==> src/rtl/sap_pkg.sv <==
// Shared defaults and loader state encoding for the SAP RAM block.
package sap_pkg;

    localparam int unsigned DEF_DATA_W = 8;
    localparam int unsigned DEF_ADDR_W = 4;

    typedef enum logic [1:0] {
        IDLE = 2'd0,
        LOAD = 2'd1,
        DONE = 2'd2,
        RUN  = 2'd3
    } state_t;

endpackage

==> src/rtl/ram_loader_fsm.sv <==
// Program-load controller: tracks mode and fill count, and issues loader write strobes.
module ram_loader_fsm
    import sap_pkg::*;
#(
    parameter int unsigned ADDR_W = DEF_ADDR_W
) (
    input  logic              clk,
    input  logic              rst,
    input  logic              prog_mode,
    input  logic              prog_valid,
    output logic              prog_ready,
    output logic              prog_done,
    output logic [ADDR_W:0]   prog_count,
    output logic              load_we,
    output logic [ADDR_W-1:0] load_addr,
    output logic              run
);

    localparam logic [ADDR_W:0] LAST_IDX = (ADDR_W + 1)'((1 << ADDR_W) - 1);

    state_t            r_state;
    logic              r_prog_ready;
    logic              r_prog_done;
    logic [ADDR_W:0]   r_prog_count;

    always_ff @(posedge clk or negedge rst) begin
        if (!rst) begin
            r_state      <= IDLE;
            r_prog_ready <= 1'b0;
            r_prog_done  <= 1'b0;
            r_prog_count <= '0;
        end else begin
            case (r_state)
                IDLE: begin
                    if (prog_mode) begin
                        r_state      <= LOAD;
                        r_prog_ready <= 1'b1;
                    end else begin
                        r_state <= RUN;
                    end
                end
                LOAD: begin
                    if (prog_valid) begin
                        r_prog_count <= r_prog_count + 1'b1;
                        if (r_prog_count == LAST_IDX) begin
                            r_prog_done <= 1'b1;
                        end
                    end
                    // A byte accepted on the cycle prog_mode drops is still written above.
                    if (!prog_mode) begin
                        r_state      <= RUN;
                        r_prog_ready <= 1'b0;
                    end else if (prog_valid && r_prog_count == LAST_IDX) begin
                        r_state      <= DONE;
                        r_prog_ready <= 1'b0;
                    end
                end
                DONE: begin
                    if (!prog_mode) begin
                        r_state <= RUN;
                    end
                end
                RUN: begin
                    if (prog_mode) begin
                        r_state      <= LOAD;
                        r_prog_ready <= 1'b1;
                        r_prog_done  <= 1'b0;
                        r_prog_count <= '0;
                    end
                end
                default: begin
                    r_state <= IDLE;
                end
            endcase
        end
    end

    assign prog_ready = r_prog_ready;
    assign prog_done  = r_prog_done;
    assign prog_count = r_prog_count;
    assign load_we    = (r_state == LOAD) && prog_valid;
    assign load_addr  = r_prog_count[ADDR_W-1:0];
    assign run        = (r_state == RUN);

endmodule

==> src/rtl/sap_ram.sv <==
// SAP-1 style RAM: 2**ADDR_W words, loader port for programming, bus port for RUN access.
module sap_ram
    import sap_pkg::*;
#(
    parameter int unsigned DATA_W = DEF_DATA_W,
    parameter int unsigned ADDR_W = DEF_ADDR_W
) (
    input  logic              clk,
    input  logic              rst,
    input  logic [ADDR_W-1:0] address,
    input  logic [DATA_W-1:0] bus_in,
    output logic [DATA_W-1:0] bus_out,
    output logic              bus_oe,
    input  logic              ram_en,
    input  logic              ram_load,
    input  logic              prog_mode,
    input  logic              prog_valid,
    input  logic [DATA_W-1:0] prog_data,
    output logic              prog_ready,
    output logic              prog_done,
    output logic [ADDR_W:0]   prog_count
);

    localparam int unsigned DEPTH = 1 << ADDR_W;

    logic [DATA_W-1:0] r_mem [DEPTH];
    logic              w_load_we;
    logic [ADDR_W-1:0] w_load_addr;
    logic              w_run;
    logic              w_run_we;

    ram_loader_fsm #(
        .ADDR_W (ADDR_W)
    ) u_loader (
        .clk        (clk),
        .rst        (rst),
        .prog_mode  (prog_mode),
        .prog_valid (prog_valid),
        .prog_ready (prog_ready),
        .prog_done  (prog_done),
        .prog_count (prog_count),
        .load_we    (w_load_we),
        .load_addr  (w_load_addr),
        .run        (w_run)
    );

    // Read has priority: a simultaneous ram_en suppresses the RUN write.
    assign w_run_we = w_run && ram_load && !ram_en;

    always_ff @(posedge clk or negedge rst) begin
        if (!rst) begin
            for (int i = 0; i < DEPTH; i++) begin
                r_mem[i] <= '0;
            end
        end else if (w_load_we) begin
            r_mem[w_load_addr] <= prog_data;
        end else if (w_run_we) begin
            r_mem[address] <= bus_in;
        end
    end

    assign bus_oe  = w_run && ram_en;
    assign bus_out = bus_oe ? r_mem[address] : '0;

endmodule

==> config.mk <==
export PLATFORM = sky130hd
export DESIGN_NAME = sap_ram
export DESIGN_NICKNAME = d
export VERILOG_FILES = /design/src/rtl/sap_pkg.sv /design/src/rtl/ram_loader_fsm.sv /design/src/rtl/sap_ram.sv
export SDC_FILE = /design/constraint.sdc
export NUM_CORES = 1
export LEC_CHECK = 0
export CAP_MARGIN = 20
export CORE_MARGIN = 5
export CORE_UTILIZATION = 55
export DETAILED_ROUTE_END_ITERATION = 7
export PLACE_DENSITY = 0.74
export SLEW_MARGIN = 5
export SYNTH_ARGS = -nofsm -noshare
export SYNTH_HDL_FRONTEND = slang
export SYNTH_HIERARCHICAL = 1
export SYNTH_SLANG_ARGS = --single-unit
export TNS_END_PERCENT = 20
==> constraint.sdc <==
create_clock -name clk -period 7.6 [get_ports clk]
set_clock_uncertainty 0.1 [all_clocks]
set_input_delay 1.52 -clock clk [delete_from_list [all_inputs] [get_ports clk]]
set_output_delay 1.52 -clock clk [all_outputs]
set_load 0.02 [all_outputs]
### After elaboration in Yosys (flattened, before gate mapping)

Cells that the tools add are included.

* bitwise logic cells: 2
* muxes and demuxes: 29
* magnitude comparators: 4
* add/sub/neg operators: 1
* reductions and logical operators: 17
* eq/ne operators: 10

Operators with widths (count)
* $bwmux W128: 2
* $mux W128: 2
* $demux W8 S4: 2
* $mux W8: 5
* $bmux W8 S4: 1
* $ge A5 B5 Y1 const B: 2
* $lt A5 B1 Y1 const B: 2
* $mux W2: 5
* $mux W5: 2
* $not A4 Y5: 2
* $pmux W5 S2: 1
* $reduce_and A3 Y1: 3
* $pmux W2 S4: 1
* $logic_and A1 B1 Y1: 7
* $mux W1: 6
* $ne A2 B2 Y1 const B: 3
* $reduce_bool A2 Y1: 3
* $add A5 B1 Y5 const B: 1
* $eq A5 B4 Y1 const B: 1
* $eq A2 B2 Y1 const B: 2
* $ne A2 B1 Y1 const B: 2
* $pmux W1 S2: 2
* $reduce_and A4 Y1: 1
* $ne A3 B2 Y1 const B: 1
* other kinds (4): 4

* word-level logic and storage cells: 83
* bits of input ports: 26
* register bits: 137
* output and inout bits: 16

### Logic depth before layout (Yosys ltp)

Gate-level depths: netlist (run 1).

* word-level depth: 8
* gate-level depth with buffers: 12
* mapped depth without buffers: 8

### Hierarchy

The synthesis (run 1) kept the hierarchy.

Modules (own cells, without submodules)
* sap_ram: times used 1, sequential area each 3203.1 um2, cells each 642, area an instance 7473.4 um2
* ram_loader_fsm: times used 1, sequential area each 225.2 um2, cells each 68, area an instance 673.1 um2

### Worst setup path before layout (run 1)

No wires, ideal clock.

* path kind: input -> output
* start: input port address[2]
* end: output port bus_out[0]
* stages: 6
* setup slack: 3039 ps
* required time: 5980 ps
* buffers on the path: 3
* data arrival time: 2941 ps
* path through: buf_4 -> buf_2 -> nand2b_1 -> buf_1 -> o22ai_1 -> o31ai_1

* longest elaborated chain between the ends: 5

RTL lines
* start: declaration: RTL line sap_ram.sv:10 `input logic [ADDR_W-1:0] address,`
* $not A4 Y5 (not written as such): RTL line sap_ram.sv:63 `assign bus_out = bus_oe ? r_mem[address] : '0;`
* $bmux W8 S4: RTL line sap_ram.sv:63
* $mux W8 (not written as such) (2 in a row): RTL line sap_ram.sv:63
* $mux W8: RTL line sap_ram.sv:63
* end: declaration: RTL line sap_ram.sv:12 `output logic [DATA_W-1:0] bus_out,`

No other way between the ends. The select of a mux whose other input is x is not followed.

### Final worst setup path (run 1)

* start: input port address[2]
* end: output port bus_out[1]

The elaborated chain is that of the path after synthesis.

==> results.toml, run 1 <==
[timing]
slew_headroom_pct = 34.5
finalSetupViolCount = 0
max_freq_mhz = 170
hold_viol_final = 0
setup_slack_ps = 1700
post-route-min-period_ps = 5900
worst_pin_slew_ps = 982
rsz0062_at_grt = "false"
fin_crit_sh_pct = 77.6
whs_ps = 388
tns_ps = 0
maxSlewViolCount = 0

[synth]
yosys.area.top_type = "dfrtp_1"
synth_area_um2 = 8150
synth_area_per_cell_um2 = 11.5
syn_inst = 710
ys_ff_latch = 137
yosysWarnings = 6
ys_seq_area_share_pct = 42.1
ys_top_cells_by_area = "dfrtp_1, mux2_2, o22ai_1"
synth_top_area_share_pct = 42.1
yosysUniqueCellTypes = 47
synth_nets = 742

[power]
internal_power_mw = 1.74
p_switching_uw = 988
peakVddDrop_mv = 0.235
pwr_density_cell_nw_per_um2 = 304
pwr-share-clk_pct = 29.1
cellLeakagePower_nw = 3.96
swShare_pct = 36.2
power_frac_comb_pct = 32.0
seq_power_share_pct = 38.8

[detailed_routing]
drtIter0Drc = 697
final_antenna_net_count = 0
vias_per_cell = 7.13
wl_per_cell_um = 25.9
firstDrtPassIters = 5
num_vias = 6399
drt_wl_total_um = 23200
drc = 0

[global_routing]
grt_max_degree = 81
grt_pass1_vias = 6519
grtUsageMet1_pct = 37.0
met2_usage_pct = 38.4
grt_pass1_wl_um = 36800
track_usage_pct = 26.7
use_met3_pct = 8.98
overflow = 0
antenna_found_initial = 0
busiest_layer = "met2"

[clock_tree]
numCtsBuffers = 17
clock_path_buffers = 2
holdBufCountCts = 0
ctsHtreeMaxLevel = 4
cts_root_buf = "clkbuf_16"
cts.clk_slew.worst_paths_ps = 50
clkSinkCount = 137
post-cts-setup-buffers = 0
cts_tree = "yes"
cts_resized = 0
clock_latency_ps = 430

[cells_and_area]
area_growth_pct = 10.1
nNetsFinal = 733
drive_gt1_share_pct = 25.5
final_common_cell = "o22ai_1"
finish.utilization_pct = 61.7
mostFrequentLayoutCells = "o22ai_1, dfrtp_1, mux2_2, mux2_1, clkdlybuf4s50_1"
multi_input_area_um2 = 4270
diodes = 0
fillCellCount = 1152
regArea_um2 = 3430

[flow_run]
cap_viol_max_count = 0

[floorplanning]
die_w_um = 132
rows = 44
die-height_um = 132
core_um2 = 14500
dieArea_um2 = 17300
ios = 42
start_util_pct = 56.1

[min_path]
hold_depth = 1
holdCritPathClass = "reg2reg"

[placement]
dp_slack_ps = 1810
place.gp.congestion = 0.978
port_buffers = 41
place_hpwl_um = 15500

[critical_path]
setup.worst_path.class = "in2out"
cp-end-kind = "output port"
cp.arrival_ps = 4280
cp_max_fo = 20
critPathLaunchType = "input pin"
required_ps = 5980
r2r_cells = 8

[outcome]
status = "finished, final reports clean"
[cell type report]
class / count / share of cell area (%)
Clock buffer: 20 / 4.98
Clock inverter: 12 / 1.31
Inverter: 11 / 0.461
Multi-Input combinational cell: 491 / 47.6
Sequential cell: 137 / 38.2
Tap cell: 184 / 2.57
Timing Repair Buffer: 43 / 4.84
[cell usage after synthesis (all sizes together)]
cell type,count
nand4,2
a22o,3
and2,2
o21ai,5
or4,1
and2b,1
mux4,7
a22oi,7
o31ai,9
o311ai,1
nand2,41
or2,1
clkbuf,23
nor3,1
a2bb2oi,2
and3,1
nand2b,10
buf,48
nor2b,10
mux2,163
mux2i,22
o2111ai,1
nand3,21
o22a,16
and4bb,2
a21oi,3
ha,6
dfrtp,137
a221oi,1
inv,11
nor2,6
o22ai,145
o211ai,1
[worst paths after layout]
check	from	to	slack, ps
worst max-delay path	address[2]	bus_out[1]	1700
worst min-delay path	r_mem[16]$_DFFE_PN0P_	r_mem[16]$_DFFE_PN0P_	390
worst max register to register	u_loader/r_state[1]$_DFFE_PN0P_	r_mem[74]$_DFFE_PN0P_	3840
worst min register to register	r_mem[16]$_DFFE_PN0P_	r_mem[16]$_DFFE_PN0P_	390
max in group asynchronous	rst	r_mem[86]$_DFFE_PN0P_	5140
min in group asynchronous	rst	r_mem[13]$_DFFE_PN0P_	1030
[kinds of logic after synthesis]
family                     after synthesis  synth area share [%]
and+or+nand+nor                         99                  7.25
buffers and inverters                   82                  5.53
adders and majority gates                6                 0.921
muxes                                  192                  28.3
DFF                                    137                  42.1
AOI/OAI and AO/OA                      194                  15.9
[flip-flops by register name (all words and copies together), names as in the netlist]
signal               cells
u_loader/r_state         2
r_mem                  128
u_loader/prog_ready      1
u_loader/prog_done       1
u_loader/prog_count      5
[routing by layer]
metal  share of wire (%)  wire [µm]
met3                  11       2620
met5                   0          0
met1                  41       9610
met4                 3.7        867
met2                  44      10200
[worst max-delay path: stages]
cell             delay (ps)
clkdlybuf4s50_1        1060
nand2b_1                410
o22ai_1                 150
o31ai_1                 440
clkdlybuf4s50_1         690
[through the flow]
step                      power, mW  std cells  instance area [µm²]
after global placement         1.88        866                 8400
after global routing           2.83        898                 8970
after detailed placement       1.92        866                 8400
after CTS                      2.71        898                 8970
after floorplan                1.66        710                 8150
final                          2.73        898                 8970
[power groups by stage]
| stage | clock, mW | combinational, mW | sequential [mW] |
|---|---|---|---|
| after global placement | 0 | 0.830 | 1.05 |
| final | 0.795 | 0.875 | 1.06 |
| after detailed placement | 0 | 0.855 | 1.06 |
| after floorplan | 0 | 0.666 | 0.997 |
| after CTS | 0.800 | 0.859 | 1.05 |
| after global routing | 0.829 | 0.926 | 1.07 |
Note: power is estimated with default switching activity, not from simulation.
==> run 2, diff against run 1 <==
Clock period 7.6 ns to 5.95 ns, I/O delays scaled along.
==> run 2 against run 1 <==
Clock power grew 36%; sequential cell count did not move; register-to-register slack worse by 1800 ps; global-route usage increased by 0.94 points; final area is 0.39% higher; critical path depth did not move; final cell count did not move; highest routed layer unchanged; combinational power grew 29%; via count rose by 0.83%.
==> results.toml, run 2 (synthesized netlist as in run 1, its figures left out) <==
[critical_path]
r2r-start = "u_loader/r_state[1]$_DFFE_PN0P_"
cp.arrival_ps = 4000
critPathLaunchType = "input pin"
cp_max_fo = 20
path_cells = "clkdlybuf4s50_1, nand2b_1, o22ai_1, o31ai_1, clkdlybuf4s50_1"
max_stage_delay_ps = 1060
required_ps = 4660
r2r_setup_slack_ps = 2060
cp-end-kind = "output port"
crit_top_cell = "clkdlybuf4s50_1"
cp_slowest_cell = "clkdlybuf4s50_1"
r2r_cells = 8
setup.worst_path.class = "in2out"
r2r_end = "r_mem[121]$_DFFE_PN0P_"

[placement]
dp_slack_ps = 772
port_buffers = 41
place_hpwl_um = 15300
place.gp.congestion = 0.932

[global_routing]
antenna_found_initial = 0
overflow = 0
grt_pass1_wl_um = 37700
grt_pass1_vias = 6560
grt_max_degree = 88
track_usage_pct = 27.6

[timing]
slew_headroom_pct = 31.7
hold_viol_final = 0
max_freq_mhz = 189
maxSlewViolCount = 0
worst_pin_slew_ps = 1020
fin_crit_sh_pct = 88.8
setup_slack_ps = 664
rsz0062_at_grt = "false"
post-route-min-period_ps = 5290
tns_ps = 0
finalSetupViolCount = 0

[floorplanning]
dieArea_um2 = 17300
rows = 44
ios = 42
die_w_um = 132
start_util_pct = 56.1
core_um2 = 14500
die-height_um = 132

[min_path]
holdCritPathClass = "reg2reg"
min_from = "r_mem[52]$_DFFE_PN0P_"
hold_depth = 1
hold_end = "r_mem[52]$_DFFE_PN0P_"

[cells_and_area]
fillCellCount = 1172
multi_input_area_um2 = 4270
drive_gt1_share_pct = 25.8
finish.utilization_pct = 61.9
largest-register = "r_mem"
regArea_um2 = 3430
nNetsFinal = 733
area_growth_pct = 10.5
final_common_cell = "o22ai_1"
largest_reg_flops = 128
mostFrequentLayoutCells = "o22ai_1, dfrtp_1, mux2_2, mux2_1, clkdlybuf4s50_1"
diodes = 0

[flow_run]
cap_viol_max_count = 0

[detailed_routing]
wl_per_cell_um = 26.5
final_antenna_net_count = 0
num_vias = 6452
drc = 0
drtIter0Drc = 783
drt_wl_total_um = 23800
vias_per_cell = 7.18
firstDrtPassIters = 8

[power]
pwr_density_cell_nw_per_um2 = 395
peakVddDrop_mv = 0.263
cellLeakagePower_nw = 3.99

[clock_tree]
clock_latency_ps = 430
cts_root_buf = "clkbuf_16"
ctsHtreeMaxLevel = 4
clock_path_buffers = 2
clkSinkCount = 137
holdBufCountCts = 0
cts_resized = 0
cts.clk_slew.worst_paths_ps = 60
numCtsBuffers = 17
cts_tree = "yes"
post-cts-setup-buffers = 0

[outcome]
status = "finished, final reports clean"
run 2: changes by cell type in the layout (fill, tap and decap cells not counted), sizes merged:
cell	previous run	this run
bufinv	1	2
clkinvlp	4	1
clkbuf	20	18
inv	14	18
run 2: area by class of cell:
class,instances,share of cell area [%]
Clock buffer,18,4.88
Tap cell,184,2.56
Inverter,11,0.459
Clock inverter,14,1.78
Multi-Input combinational cell,491,47.4
Sequential cell,137,38.1
Timing Repair Buffer,43,4.82
run 2: power by group:
part | total [mW] | switching, mW | internal (mW)
registers | 1.35 | 0.185 | 1.16
logic | 1.13 | 0.654 | 0.474
clock network | 1.08 | 0.444 | 0.638
run 2: routing by layer:
layer	vias up	share of wire [%]	track usage (%)
li1	2713	-	-
met1	3201	41	38.4
met2	443	44	38.9
met3	95	10	10.1
met4	0	4.3	11.5
met5	-	0	0
run 2: worst max-delay path by stage:
stage | startpoint | to | cells past startpoint
after CTS | address[2] | bus_out[6] | 5
after global routing | address[2] | bus_out[6] | 5
after global placement | address[2] | bus_out[6] | 5
after detailed placement | address[2] | bus_out[4] | 5
after floorplan | address[2] | bus_out[0] | 6
final | address[2] | bus_out[6] | 5
run 2: critical path, delay by kind of cell:
| kind | cells | cell delay [ps] |
|---|---|---|
| AOI/OAI and AO/OA | 2 | 610 |
| buffers and inverters | 2 | 1750 |
| and+or+nand+nor | 1 | 440 |
run 2: stage by stage:
step,cells,power (mW),cell area (µm²),hold WS [ps]
4_1_cts,898,3.53,9000,390
2_1_floorplan,710,2.13,8150,359
5_1_grt,898,3.70,9000,405
6_report,898,3.56,9000,385
3_3_place_gp,866,2.39,8400,368
3_5_place_dp,866,2.45,8400,377
==> run 3, diff against run 2 <==
Settings changed: HOLD_SLACK_MARGIN set to 0.05.
==> results of run 3 <==
Same layout as run 2: the final DEF is identical, and so are final timing and power.
